File: src/rtl/fadd_issue.sv
// fadd_issue: issue/retire controller wrapped around the stage3 single-precision
// FP adder. It accepts FADD.S/FSUB.S micro-ops, unboxes and conditions the
// operands, resolves the rounding mode and drives the adder. It follows each op
// through the adder's fixed latency and returns NaN-boxed results in order,
// with their rd tag and flags, through a small FIFO. It also keeps the accrued
// fflags.
module fadd_issue #(
    parameter int N     = 32,
    parameter int LAT   = 2,
    parameter int DEPTH = 4
) (
    input  logic         clk,
    input  logic         rst_n,
    input  logic         in_valid,
    output logic         in_ready,
    input  logic [63:0]  in_rs1,
    input  logic [63:0]  in_rs2,
    input  logic         in_sub,
    input  logic [2:0]   in_rm,
    input  logic [4:0]   in_rd,
    input  logic [2:0]   fcsr_frm,
    input  logic         flush,
    output logic [N-1:0] fa_a,
    output logic [N-1:0] fa_b,
    output logic [2:0]   fa_frm,
    output logic         fa_valid,
    input  logic [N-1:0] fa_out,
    input  logic         fa_of,
    input  logic         fa_uf,
    input  logic         fa_nx,
    input  logic         fa_inv,
    output logic         out_valid,
    input  logic         out_ready,
    output logic [63:0]  out_data,
    output logic [4:0]   out_rd,
    output logic [4:0]   out_fflags,
    output logic         out_illegal,
    output logic [4:0]   fflags_acc,
    input  logic         fflags_clr
);

    localparam int PW = (DEPTH > 1) ? $clog2(DEPTH) : 1;
    localparam int CW = $clog2(DEPTH + 1);

    // ------------------------------------------------------------------
    // Helper functions
    // ------------------------------------------------------------------

    // A single-precision value is legal only when NaN-boxed in the 64-bit
    // register. Any other pattern reads as the canonical quiet NaN.
    function automatic logic [31:0] unbox_f(input logic [63:0] v);
        logic [31:0] r;
        if (v[63:32] == 32'hffff_ffff) begin
            r = v[31:0];
        end else begin
            r = 32'h7fc0_0000;
        end
        return r;
    endfunction

    // rm field 3'b111 selects the dynamic rounding mode from fcsr.
    function automatic logic [2:0] resolve_rm_f(input logic [2:0] rm, input logic [2:0] frm);
        logic [2:0] r;
        if (rm == 3'b111) begin
            r = frm;
        end else begin
            r = rm;
        end
        return r;
    endfunction

    // Encodings 101, 110 and 111 are reserved once resolved.
    function automatic logic rm_reserved_f(input logic [2:0] rm);
        logic r;
        case (rm)
            3'b101, 3'b110, 3'b111: r = 1'b1;
            default:                r = 1'b0;
        endcase
        return r;
    endfunction

    // Circular pointer increment that also works for a DEPTH that is not a power of two.
    function automatic logic [PW-1:0] ptr_inc_f(input logic [PW-1:0] p);
        logic [PW-1:0] r;
        if (p == PW'(DEPTH - 1)) begin
            r = {PW{1'b0}};
        end else begin
            r = p + PW'(1);
        end
        return r;
    endfunction

    // ------------------------------------------------------------------
    // Declarations
    // ------------------------------------------------------------------
    logic [2:0]    rm_s;
    logic          illegal_s;
    logic [31:0]   op_a_s;
    logic [31:0]   op_b_s;
    logic          accept_s;
    logic          pop_s;
    logic          push_s;
    logic [63:0]   push_data_s;
    logic [4:0]    push_ff_s;

    logic [CW-1:0] occ_r;
    logic [CW-1:0] occ_nxt_s;

    logic          trk_vld_r [0:LAT];
    logic [4:0]    trk_rd_r  [0:LAT];
    logic          trk_ill_r [0:LAT];

    logic [63:0]   fifo_data_r [0:DEPTH-1];
    logic [4:0]    fifo_rd_r   [0:DEPTH-1];
    logic [4:0]    fifo_ff_r   [0:DEPTH-1];
    logic          fifo_ill_r  [0:DEPTH-1];
    logic [PW-1:0] wr_ptr_r;
    logic [PW-1:0] rd_ptr_r;
    logic [CW-1:0] cnt_r;

    // ------------------------------------------------------------------
    // Handshake and credit
    // ------------------------------------------------------------------

    // Every accepted op holds a credit until it is popped, so the FIFO can never
    // overflow whatever the state of out_ready.
    assign in_ready = (occ_r < CW'(DEPTH)) && !flush && rst_n;
    assign accept_s = in_valid && in_ready;
    assign pop_s    = out_valid && out_ready;

    // Operand conditioning: unbox, flip the sign of b for FSUB, resolve the rounding mode.
    always_comb begin
        op_a_s    = unbox_f(in_rs1);
        op_b_s    = unbox_f(in_rs2);
        rm_s      = resolve_rm_f(in_rm, fcsr_frm);
        illegal_s = rm_reserved_f(rm_s);
        if (in_sub) begin
            op_b_s = {~op_b_s[31], op_b_s[30:0]};
        end else begin
            op_b_s = op_b_s;
        end
    end

    // Next occupancy: flush empties it, and accept with pop in the same cycle cancel out.
    always_comb begin
        occ_nxt_s = occ_r;
        if (flush) begin
            occ_nxt_s = {CW{1'b0}};
        end else if (accept_s && !pop_s) begin
            occ_nxt_s = occ_r + CW'(1);
        end else if (!accept_s && pop_s) begin
            occ_nxt_s = occ_r - CW'(1);
        end else begin
            occ_nxt_s = occ_r;
        end
    end

    // Occupancy register.
    always_ff @(posedge clk) begin
        if (!rst_n) begin
            occ_r <= {CW{1'b0}};
        end else begin
            occ_r <= occ_nxt_s;
        end
    end

    // ------------------------------------------------------------------
    // Adder operand register
    // ------------------------------------------------------------------

    // Launches legal ops into the adder. An illegal op never reaches it but is still tracked.
    always_ff @(posedge clk) begin
        if (!rst_n) begin
            fa_a     <= {N{1'b0}};
            fa_b     <= {N{1'b0}};
            fa_frm   <= 3'b000;
            fa_valid <= 1'b0;
        end else if (accept_s && !illegal_s) begin
            fa_a     <= N'(op_a_s);
            fa_b     <= N'(op_b_s);
            fa_frm   <= rm_s;
            fa_valid <= 1'b1;
        end else begin
            fa_valid <= 1'b0;
        end
    end

    // ------------------------------------------------------------------
    // In-flight tracker
    // ------------------------------------------------------------------

    // Stage 0 lines up with fa_valid and stage LAT lines up with fa_out. Illegal
    // ops take the same path so that ordering is preserved.
    always_ff @(posedge clk) begin
        if (!rst_n) begin
            for (int k = 0; k <= LAT; k++) begin
                trk_vld_r[k] <= 1'b0;
                trk_rd_r[k]  <= 5'd0;
                trk_ill_r[k] <= 1'b0;
            end
        end else if (flush) begin
            for (int k = 0; k <= LAT; k++) begin
                trk_vld_r[k] <= 1'b0;
            end
        end else begin
            trk_vld_r[0] <= accept_s;
            trk_rd_r[0]  <= in_rd;
            trk_ill_r[0] <= illegal_s;
            for (int k = 1; k <= LAT; k++) begin
                trk_vld_r[k] <= trk_vld_r[k-1];
                trk_rd_r[k]  <= trk_rd_r[k-1];
                trk_ill_r[k] <= trk_ill_r[k-1];
            end
        end
    end

    // Result entry built from the adder output for the op leaving the last tracker stage.
    always_comb begin
        push_s = trk_vld_r[LAT];
        if (trk_ill_r[LAT]) begin
            push_data_s = 64'd0;
            push_ff_s   = 5'b00000;
        end else begin
            push_data_s = {32'hffff_ffff, fa_out[31:0]};
            push_ff_s   = {fa_inv, 1'b0, fa_of, fa_uf, fa_nx};
        end
    end

    // ------------------------------------------------------------------
    // Result FIFO
    // ------------------------------------------------------------------

    // In-order result buffer. The storage is cleared on reset so that the head reads as zero.
    always_ff @(posedge clk) begin
        if (!rst_n) begin
            for (int k = 0; k < DEPTH; k++) begin
                fifo_data_r[k] <= 64'd0;
                fifo_rd_r[k]   <= 5'd0;
                fifo_ff_r[k]   <= 5'd0;
                fifo_ill_r[k]  <= 1'b0;
            end
            wr_ptr_r <= {PW{1'b0}};
            rd_ptr_r <= {PW{1'b0}};
            cnt_r    <= {CW{1'b0}};
        end else if (flush) begin
            wr_ptr_r <= {PW{1'b0}};
            rd_ptr_r <= {PW{1'b0}};
            cnt_r    <= {CW{1'b0}};
        end else begin
            if (push_s) begin
                fifo_data_r[wr_ptr_r] <= push_data_s;
                fifo_rd_r[wr_ptr_r]   <= trk_rd_r[LAT];
                fifo_ff_r[wr_ptr_r]   <= push_ff_s;
                fifo_ill_r[wr_ptr_r]  <= trk_ill_r[LAT];
                wr_ptr_r              <= ptr_inc_f(wr_ptr_r);
            end else begin
                wr_ptr_r <= wr_ptr_r;
            end
            if (pop_s) begin
                rd_ptr_r <= ptr_inc_f(rd_ptr_r);
            end else begin
                rd_ptr_r <= rd_ptr_r;
            end
            case ({push_s, pop_s})
                2'b10:   cnt_r <= cnt_r + CW'(1);
                2'b01:   cnt_r <= cnt_r - CW'(1);
                default: cnt_r <= cnt_r;
            endcase
        end
    end

    // The head entry is read straight from storage registers, so it stays stable while stalled.
    assign out_valid   = (cnt_r != {CW{1'b0}});
    assign out_data    = fifo_data_r[rd_ptr_r];
    assign out_rd      = fifo_rd_r[rd_ptr_r];
    assign out_fflags  = fifo_ff_r[rd_ptr_r];
    assign out_illegal = fifo_ill_r[rd_ptr_r];

    // ------------------------------------------------------------------
    // Accrued exception flags
    // ------------------------------------------------------------------

    // Sticky OR of popped flags. A clear in the same cycle as a pop keeps only the popped flags.
    always_ff @(posedge clk) begin
        if (!rst_n) begin
            fflags_acc <= 5'b00000;
        end else if (pop_s) begin
            if (fflags_clr) begin
                fflags_acc <= out_fflags;
            end else begin
                fflags_acc <= fflags_acc | out_fflags;
            end
        end else if (fflags_clr) begin
            fflags_acc <= 5'b00000;
        end else begin
            fflags_acc <= fflags_acc;
        end
    end

endmodule

File: config.mk
export PLATFORM = sky130hd
export DESIGN_NAME = fadd_issue
export DESIGN_NICKNAME = d
export VERILOG_FILES = /design/src/rtl/fadd_issue.sv
export SDC_FILE = /design/constraint.sdc
export NUM_CORES = 1
export LEC_CHECK = 0
export ABC_AREA = 1
export BUFFER_PORTS_ARGS = -buffer_cell sky130_fd_sc_hd__clkbuf_2
export CAP_MARGIN = 20
export CORE_MARGIN = 2
export CORE_UTILIZATION = 45
export CTS_CLUSTER_SIZE = 30
export DETAILED_ROUTE_END_ITERATION = 10
export GPL_ROUTABILITY_DRIVEN = 0
export PLACE_DENSITY = 0.79
export SLEW_MARGIN = 5
export SYNTH_ARGS = -nofsm -noshare
export SYNTH_HDL_FRONTEND = slang
export SYNTH_SLANG_ARGS = --single-unit
File: constraint.sdc
create_clock -name clk -period 17.2 [get_ports clk]
set_clock_uncertainty 0.2 [all_clocks]
set_input_delay 3.44 -clock clk [delete_from_list [all_inputs] [get_ports clk]]
set_output_delay 3.44 -clock clk [all_outputs]
set_load 0.005 [all_outputs]
-- Yosys cells after proc, flatten, opt, wreduce, memory -nomap -nowiden
Memories as Yosys holds them, arrays and structs flattened. A register that Yosys moved wholly into a read port is not among the register bits.
Cells that the tools add are included.
- reductions and logical operators: 21
- bitwise logic cells: 15
- muxes and demuxes: 59
- equality and inequality tests: 10
- order comparisons: 1
- add/sub/neg operators: 6
- operators with widths (operator ; number):
    two-way mux 64 bit ; 2
    two-way mux 32 bit ; 3
    == test 32 bit, second input constant ; 2
    OR reduction 64 bit ; 1
    two-way mux 5 bit ; 9
    two-way mux 2 bit ; 14
    two-way mux 1 bit ; 27
    == test 3 bit, second input constant ; 4
    OR 1 bit ; 12
    OR reduction 5 bit ; 2
    two-way mux 3 bit ; 3
    logical AND 1 bit ; 7
    adder 3 x 1 -> 3 bit, second input constant ; 2
    == test 2 bit, second input constant ; 3
    case mux 3 bit (2 select lines) ; 1
    nonzero test 2 bit ; 3
    subtractor 3 x 1 -> 3 bit, second input constant ; 2
    OR 5 bit ; 1
    adder 2 x 1 -> 2 bit, second input constant ; 2
    logical NOT 1 bit ; 4
    less-than comparator 3 bit, second input constant ; 1
    nonzero test 3 bit ; 1
    OR reduction 3 bit ; 1
    == test 2 x 1 -> 1 bit, second input constant ; 1
    3 further kinds ; 4
- bits of input ports: 182
- memories kept: 7
- RAM bits: 321
- flip-flop bits (word level): 83
- word-level logic and storage cells: 128
- memories (name ; depth ; bits a word ; read ports ; clocked after memory_dff ; wr ports ; line ; text):
    fifo_data_r ; 4 ; 64 ; 1 ; 1 ; 4 ; 113 ; logic [63:0] fifo_data_r [0:DEPTH-1];
    fifo_ff_r ; 4 ; 5 ; 1 ; 1 ; 4 ; 115 ; logic [4:0] fifo_ff_r [0:DEPTH-1];
    fifo_rd_r ; 4 ; 5 ; 1 ; 1 ; 4 ; 114 ; logic [4:0] fifo_rd_r [0:DEPTH-1];
    trk_rd_r ; 3 ; 5 ; 3 ; 0 ; 3 ; 110 ; logic [4:0] trk_rd_r [0:LAT];
    fifo_ill_r ; 4 ; 1 ; 1 ; 1 ; 4 ; 116 ; logic fifo_ill_r [0:DEPTH-1];
    trk_ill_r ; 3 ; 1 ; 3 ; 0 ; 3 ; 111 ; logic trk_ill_r [0:LAT];
    1 more memories ; - ; - ; - ; - ; - ; - ;

-- Depth between registers and ports, before layout
Gate-level depths: netlist of the first run.
- depth after elaboration: 8
- depth in mapped cells: 13
- depth with buffers taken out: 13

-- Worst setup path before layout of the first run
No wires, ideal clock.
- path type: input to register
- start: input port flush
- end: memory fifo_data_r[3][0] (enable)
- slack: 8514 ps
- path buffers: 0
- arrival: 7923 ps
- setup time: 563 ps
- stages: 1
- cells stage by stage: o41ai_1
- RTL lines (item ; line ; text):
    from (decl) ; 22 ; input logic flush,
    to (decl) ; 113 ;

-- Final worst setup path of the first run
- start: input port rst_n
- end: output port in_ready
- cells in the longest elaborated chain, start to end: 1
- ends and longest elaborated chain (item ; line ; text):
    from (decl) ; 13 ; input logic rst_n,
    logical AND 1 bit ; 127 ; assign in_ready = (occ_r < CW'(DEPTH)) && !flush && rst_n;
    to (decl) ; 15 ; output logic in_ready,
Every way passes these cells.

==> results of run 1 <==
## how the worst max path moves through the flow
stage / endpoint / slack (ns) / cells past startpoint
2_1_floorplan: fifo_data_r[3][0]$_DFFE_PP_ / 8.51 / 1
3_3_place_gp: in_ready / 8.48 / 7
3_5_place_dp: in_ready / 8.44 / 7
4_1_cts: in_ready / 8.44 / 7
5_1_grt: in_ready / 8.25 / 7
6_report: in_ready / 8.46 / 7
## stage by stage
stage | hold WS (ns) | util [%] | cell area (sq um) | power [mW]
2_1_floorplan | 0.242 | - | 11800 | 0.815
3_3_place_gp | 0.256 | 51.9 | 13500 | 0.859
3_5_place_dp | 0.257 | 51.9 | 13500 | 0.863
4_1_cts | 0.268 | 56.0 | 14500 | 1.53
5_1_grt | 0.284 | 56.1 | 14500 | 1.57
6_report | 0.265 | 56.1 | 14500 | 1.52
## registers in the layout, summed over array words and instances, names as in the netlist, named ones only
name	cells
fifo_ff_r	16
fa_frm	3
trk_ill_r	3
trk_vld_r	3
occ_r	3
fifo_data_r	132
fa_valid	1
fa_b	32
fflags_acc	4
fifo_ill_r	4
cnt_r	3
fa_a	32
trk_rd_r	15
rd_ptr_r	2
fifo_rd_r	20
wr_ptr_r	2
## per-layer routing
| metal | wire length, microns | vias up | track usage [%] |
|---|---|---|---|
| met3 | 2410 | 62 | 4.34 |
| met1 | 11200 | 4529 | 24.3 |
| met5 | 0 | - | 0 |
| met4 | 918 | 0 | 6.96 |
| li1 | - | 4640 | - |
| met2 | 15400 | 388 | 38.8 |
## layout make-up
cell class | instances | area, sq um | area share, %
flip-flops and latches | 277 | 7450 | 51.3
multi-input cells | 762 | 3520 | 24.3
repair buffers | 342 | 1750 | 12.1
clock buffers | 42 | 921 | 6.34
well taps | 335 | 419 | 2.88
inverters | 88 | 330 | 2.27
clock inverters | 11 | 135 | 0.930
diodes | 1 | 2.50 | 0.0172
## placed cells by master, fill, tap and decap left out, types with 2 or more instances in the layout
master,n
a21oi_1,13
and2_1,3
buf_4,12
bufinv_16,3
clkbuf_1,4
clkbuf_16,34
clkbuf_2,329
clkbuf_8,4
clkinv_1,2
clkinv_2,5
conb_1,5
dfxtp_1,86
edfxtp_1,190
fa_1,2
ha_1,4
inv_1,80
inv_2,7
nand2_1,104
nand2_2,6
nand3_1,109
nand3b_1,9
nand4_1,14
nor2_1,316
nor2_2,2
nor3_1,3
o21ai_0,116
o21ai_1,2
o22ai_1,42
xor2_1,2
## power by group
group	switching, mW	internal (mW)	total, mW
Sequential	0.00809	0.738	0.746
Clock	0.254	0.416	0.671
Combinational	0.0641	0.0389	0.103
Total	0.326	1.19	1.52
## worst reg2reg max path: stages (launching register included)
cell and delay, ns:
dfxtp_2 0.31, buf_4 0.37, inv_2 0.35, buf_4 0.63, o21ai_0 0.22, o22ai_1 0.27
nand2_1 0.09, a21oi_1 0.14
## cells by family (layout without fill, tap and decap cells)
kind of cell | Yosys count | in the layout | share of synthesized area (%)
flip-flops | 277 | 277 | 63.0
other | 2 | 6 | 0.0635
AND/OR/NAND/NOR | 570 | 570 | 20.3
adder cells (fa/ha/maj) | 6 | 6 | 0.762
AO/OA/AOI/OAI | 179 | 179 | 8.18
XOR/XNOR | 2 | 2 | 0.148
buffers and inverters | 192 | 483 | 7.50
==> results.cfg, run 1 <==
[outcome]
status = completed

[detailed_routing]
drtIter0Drc = 780
drt.antenna.violating_nets = 0
finalWirelength_mm = 29.9
wl_per_cell_microns = 16.1
dr.pass1.iters = 7
drc = 0
vias = 9619
viasPerCell = 5.18

[timing]
final_hold_viol_count = 0
setup_viol = 0
fin_ws_ns = 8.46
grt_setup_unrepaired = no
final_max_slew_viol_count = 0
fin_crit_ns = 8.74
max_freq_mhz = 114
slew_headroom_pct = 40.7
fin_setup_tns_ns = 0
fin_crit_sh_pct = 50.8
tightest_slew_ns = 0.890

[min_path]
min_to = fflags_acc[2]$_SDFFE_PN0P_
hold_path.class = register to register
worstHoldStart = fflags_acc[2]$_SDFFE_PN0P_
whs_path_depth = 2

[layout]
area_delta_synth_final_pct = 23.0
nFillCells = 2242
drive_gt1_share_pct = 27.1
fin_nets = 1688
final_cells = 1858

[yosys]
async_flop_share_pct = 0
yosysWarningCount = 0
synthTopCellsByArea = edfxtp_1, dfxtp_1, nor2_1
yosysSeqAreaShare_pct = 63.0
yosysMostFrequentCell = nor2_1
synth_enable_flop_cells = 190
syn_area_per_cell_sq_um = 9.62
synth_top_area_share_pct = 48.3
synthFlopType = edfxtp_1
synth_cell_type_count = 35
ys_ff_latch = 277
synth_cells = 1228
synth_commonest_cells = nor2_1, edfxtp_1, o21ai_0
yosysTopAreaCell = edfxtp_1
synth_area_sq_um = 11800

[floorplan]
die-area_sq_um = 27600
pin_count = 332
start_util_pct = 45.6
core-area_sq_um = 25900
die_w_microns = 166
rows = 59
die_y_microns = 166

[setup_path]
cp_num_buf_inv = 5
startpoint = rst_n
cp_top_family = buffers and inverters
rr_endpoint = fflags_acc[0]$_SDFFE_PN0P_
path_max_fanout = 76
endpoint_kind = primary output
path_cells = clkbuf_2, buf_4, inv_2, nor2_8, inv_2, nor2_4, clkbuf_2
setup.worst_path.class = input port to primary output
cp.required_ns = 13.56
startpoint_type = input port
cpPeakStageDelay_ns = 0.60
r2r_cells = 7
crit_slowest_cell = buf_4
r2r_slack_ns = 14.56
cp.arrival_ns = 5.10

[clock_network]
clkTransAtPathRegs_ns = 0.06
cts_tree = yes
post_cts_resized = 0
cts_sinks = 277
htree_levels = 1
cts_buffer_depth = 3
clock_latency_ns = 0.53
postCtsSetupBuffers = 0
numCtsBuffers = 29
ctsRootBufferMaster = clkbuf_16
cts_hold_buf = 0

[global_routing]
grtUsageTotal_pct = 21.0
grt_max_degree = 88
antenna_found_initial = 1
grt_overflow = 0
grt_pass1_wl_mm = 47.3
first_global_vias = 9659

[placement]
place_ws_ns = 8.44
dpl.hpwl_mm = 18.9
portBuffers = 329
dp_cells = 1803

[flow_run]
max_cap_viol_count = 0

[power]
power_leakage_nw = 6.62
pwr_density_cell_nw_per_um2 = 105
max-vdd-ir-drop_mv = 0.0742
No activity file was read; power rests on OpenSTA's default activity.
==> run 2: changes to the inputs <==
--- a/config.mk
+++ b/config.mk
@@ -13,7 +13,7 @@
 export CTS_CLUSTER_SIZE = 30
 export DETAILED_ROUTE_END_ITERATION = 10
 export GPL_ROUTABILITY_DRIVEN = 0
-export PLACE_DENSITY = 0.79
+export PLACE_DENSITY = 0.82
 export SLEW_MARGIN = 5
 export SYNTH_ARGS = -nofsm -noshare
 export SYNTH_HDL_FRONTEND = slang
==> constraint.sdc (replaced) <==
create_clock -name clk -period 8 [get_ports clk]
set_clock_uncertainty 0.2 [all_clocks]
set_input_delay 1.6 -clock clk [delete_from_list [all_inputs] [get_ports clk]]
set_output_delay 1.6 -clock clk [all_outputs]
set_load 0.005 [all_outputs]
==> results.cfg, run 2 (synthesis gave the netlist of run 1 again) <==
[min_path]
worstHoldStart = fa_b[16]$_SDFFE_PN0P_
min_to = fa_b[16]$_SDFFE_PN0P_
whs_path_depth = 2
hold_path.class = register to register

[clock_network]
htree_levels = 1
clkTransAtPathRegs_ns = 0.06
clock_latency_ns = 0.54
ctsRootBufferMaster = clkbuf_16
numCtsBuffers = 29
cts_hold_buf = 0
cts_tree = yes
cts_sinks = 277
postCtsSetupBuffers = 0
post_cts_resized = 0
cts_buffer_depth = 3

[timing]
fin_setup_tns_ns = 0
max_freq_mhz = 198
fin_crit_ns = 5.04
final_max_slew_viol_count = 0
holdWs_ns = 0.269
slew_headroom_pct = 38.6
setup_viol = 0
fin_crit_sh_pct = 63.0
final_hold_viol_count = 0
grt_setup_unrepaired = no
tightest_slew_ns = 0.921

[layout]
final_common_cell = clkbuf_2
regMostFlops = fifo_data_r
nFillCells = 2270
fin_nets = 1688
mostFrequentLayoutCells = clkbuf_2, nor2_1, edfxtp_1, o21ai_0, nand3_1
reg.largest.list = fifo_data_r (132), fa_a (32), fa_b (32)
area_delta_synth_final_pct = 22.1
drive_gt1_share_pct = 26.7
largest_reg_flops = 132

[detailed_routing]
drt.antenna.violating_nets = 0
dr.pass1.iters = 5
vias = 9623
wl_per_cell_microns = 16.1
viasPerCell = 5.17
finalWirelength_mm = 29.9
drc = 0
drtIter0Drc = 849

[floorplan]
core-area_sq_um = 25900
die-area_sq_um = 27600
pin_count = 332
rows = 59
die_w_microns = 166
start_util_pct = 45.6
die_y_microns = 166

[setup_path]
crit_slowest_cell = buf_4
cp.arrival_ns = 3.24
cpPeakStageDelay_ns = 0.62
r2r_cells = 7
path_max_fanout = 76
setup.worst_path.class = input port to primary output
cp_top_family = buffers and inverters
r2r_slack_ns = 5.39
startpoint_type = input port
rr_endpoint = fflags_acc[1]$_SDFFE_PN0P_
path_cells = clkbuf_2, buf_4, inv_2, nor2_8, inv_2, nor2_4, clkbuf_2
endpoint_kind = primary output
cp.required_ns = 6.20
cp_num_buf_inv = 5

[power]
max-vdd-ir-drop_mv = 0.174
pwr_density_cell_nw_per_um2 = 217
power_leakage_nw = 6.56

[outcome]
status = completed

[flow_run]
max_cap_viol_count = 0

[global_routing]
antenna_found_initial = 2
grt_pass1_wl_mm = 47.0
grt_overflow = 0
grtUsageTotal_pct = 21.0
grt_max_degree = 88
first_global_vias = 9407

[placement]
dpl.hpwl_mm = 19.1
portBuffers = 329
[run 2: changes by cell type in the layout (fill, tap and decap cells not counted), moves of 2 or more]
cell       previous run  this run
clkbuf_8              4         1
bufinv_16             3         1
clkbuf_16            34        31
clkinv_1              2         5
clkbuf_1              4         8
[run 2: worst max-delay path by stage]
stage,startpoint,endpoint,slack (ns),depth (start not counted)
after detailed placement,rst_n,in_ready,2.93,7
after CTS,rst_n,in_ready,2.91,7
after global routing,rst_n,in_ready,2.78,7
after global placement,rst_n,in_ready,2.91,7
after floorplan,flush,fifo_data_r[3][0]$_DFFE_PP_,1.15,1
final,rst_n,in_ready,2.96,7
[run 2: per-stage QoR]
step | std cells | utilization (%) | setup WS [ns] | cell area [sq um] | power, mW
detailed placement | 1802 | 51.9 | 2.93 | 13500 | 1.85
floorplan | 1231 | - | 1.15 | 11800 | 1.75
finish | 1860 | 55.7 | 2.96 | 14400 | 3.13
CTS | 1856 | 55.5 | 2.91 | 14400 | 3.15
global route | 1860 | 55.7 | 2.78 | 14400 | 3.23
global placement | 1802 | 51.9 | 2.91 | 13500 | 1.85
[run 2: area by class of cell]
cell class | count | area, sq um | area share (%)
Clock inverter | 14 | 113 | 0.781
Tap cell | 335 | 419 | 2.91
Sequential cell | 277 | 7450 | 51.6
Inverter | 88 | 330 | 2.29
Timing Repair Buffer | 342 | 1760 | 12.2
Clock buffer | 40 | 820 | 5.68
Multi-Input combinational cell | 762 | 3520 | 24.4
Antenna cell | 2 | 5.00 | 0.0347
[run 2: per-layer routing]
metal  GRT usage, %  part of all wire, %
met1           24.9                   38
met2           37.9                   51
met3           4.27                  8.5
met4           7.30                  2.6
met5              0                    0
[run 2: where the power goes]
group	switching (mW)	internal [mW]
clock network	0.551	0.752
registers	0.0172	1.59
logic	0.138	0.0844
[run 2: tightest hold or removal path, stage by stage, from the launching register on]
cell     delay, ns
dfxtp_1       0.31
nand3_1       0.07
nand2_1       0.05
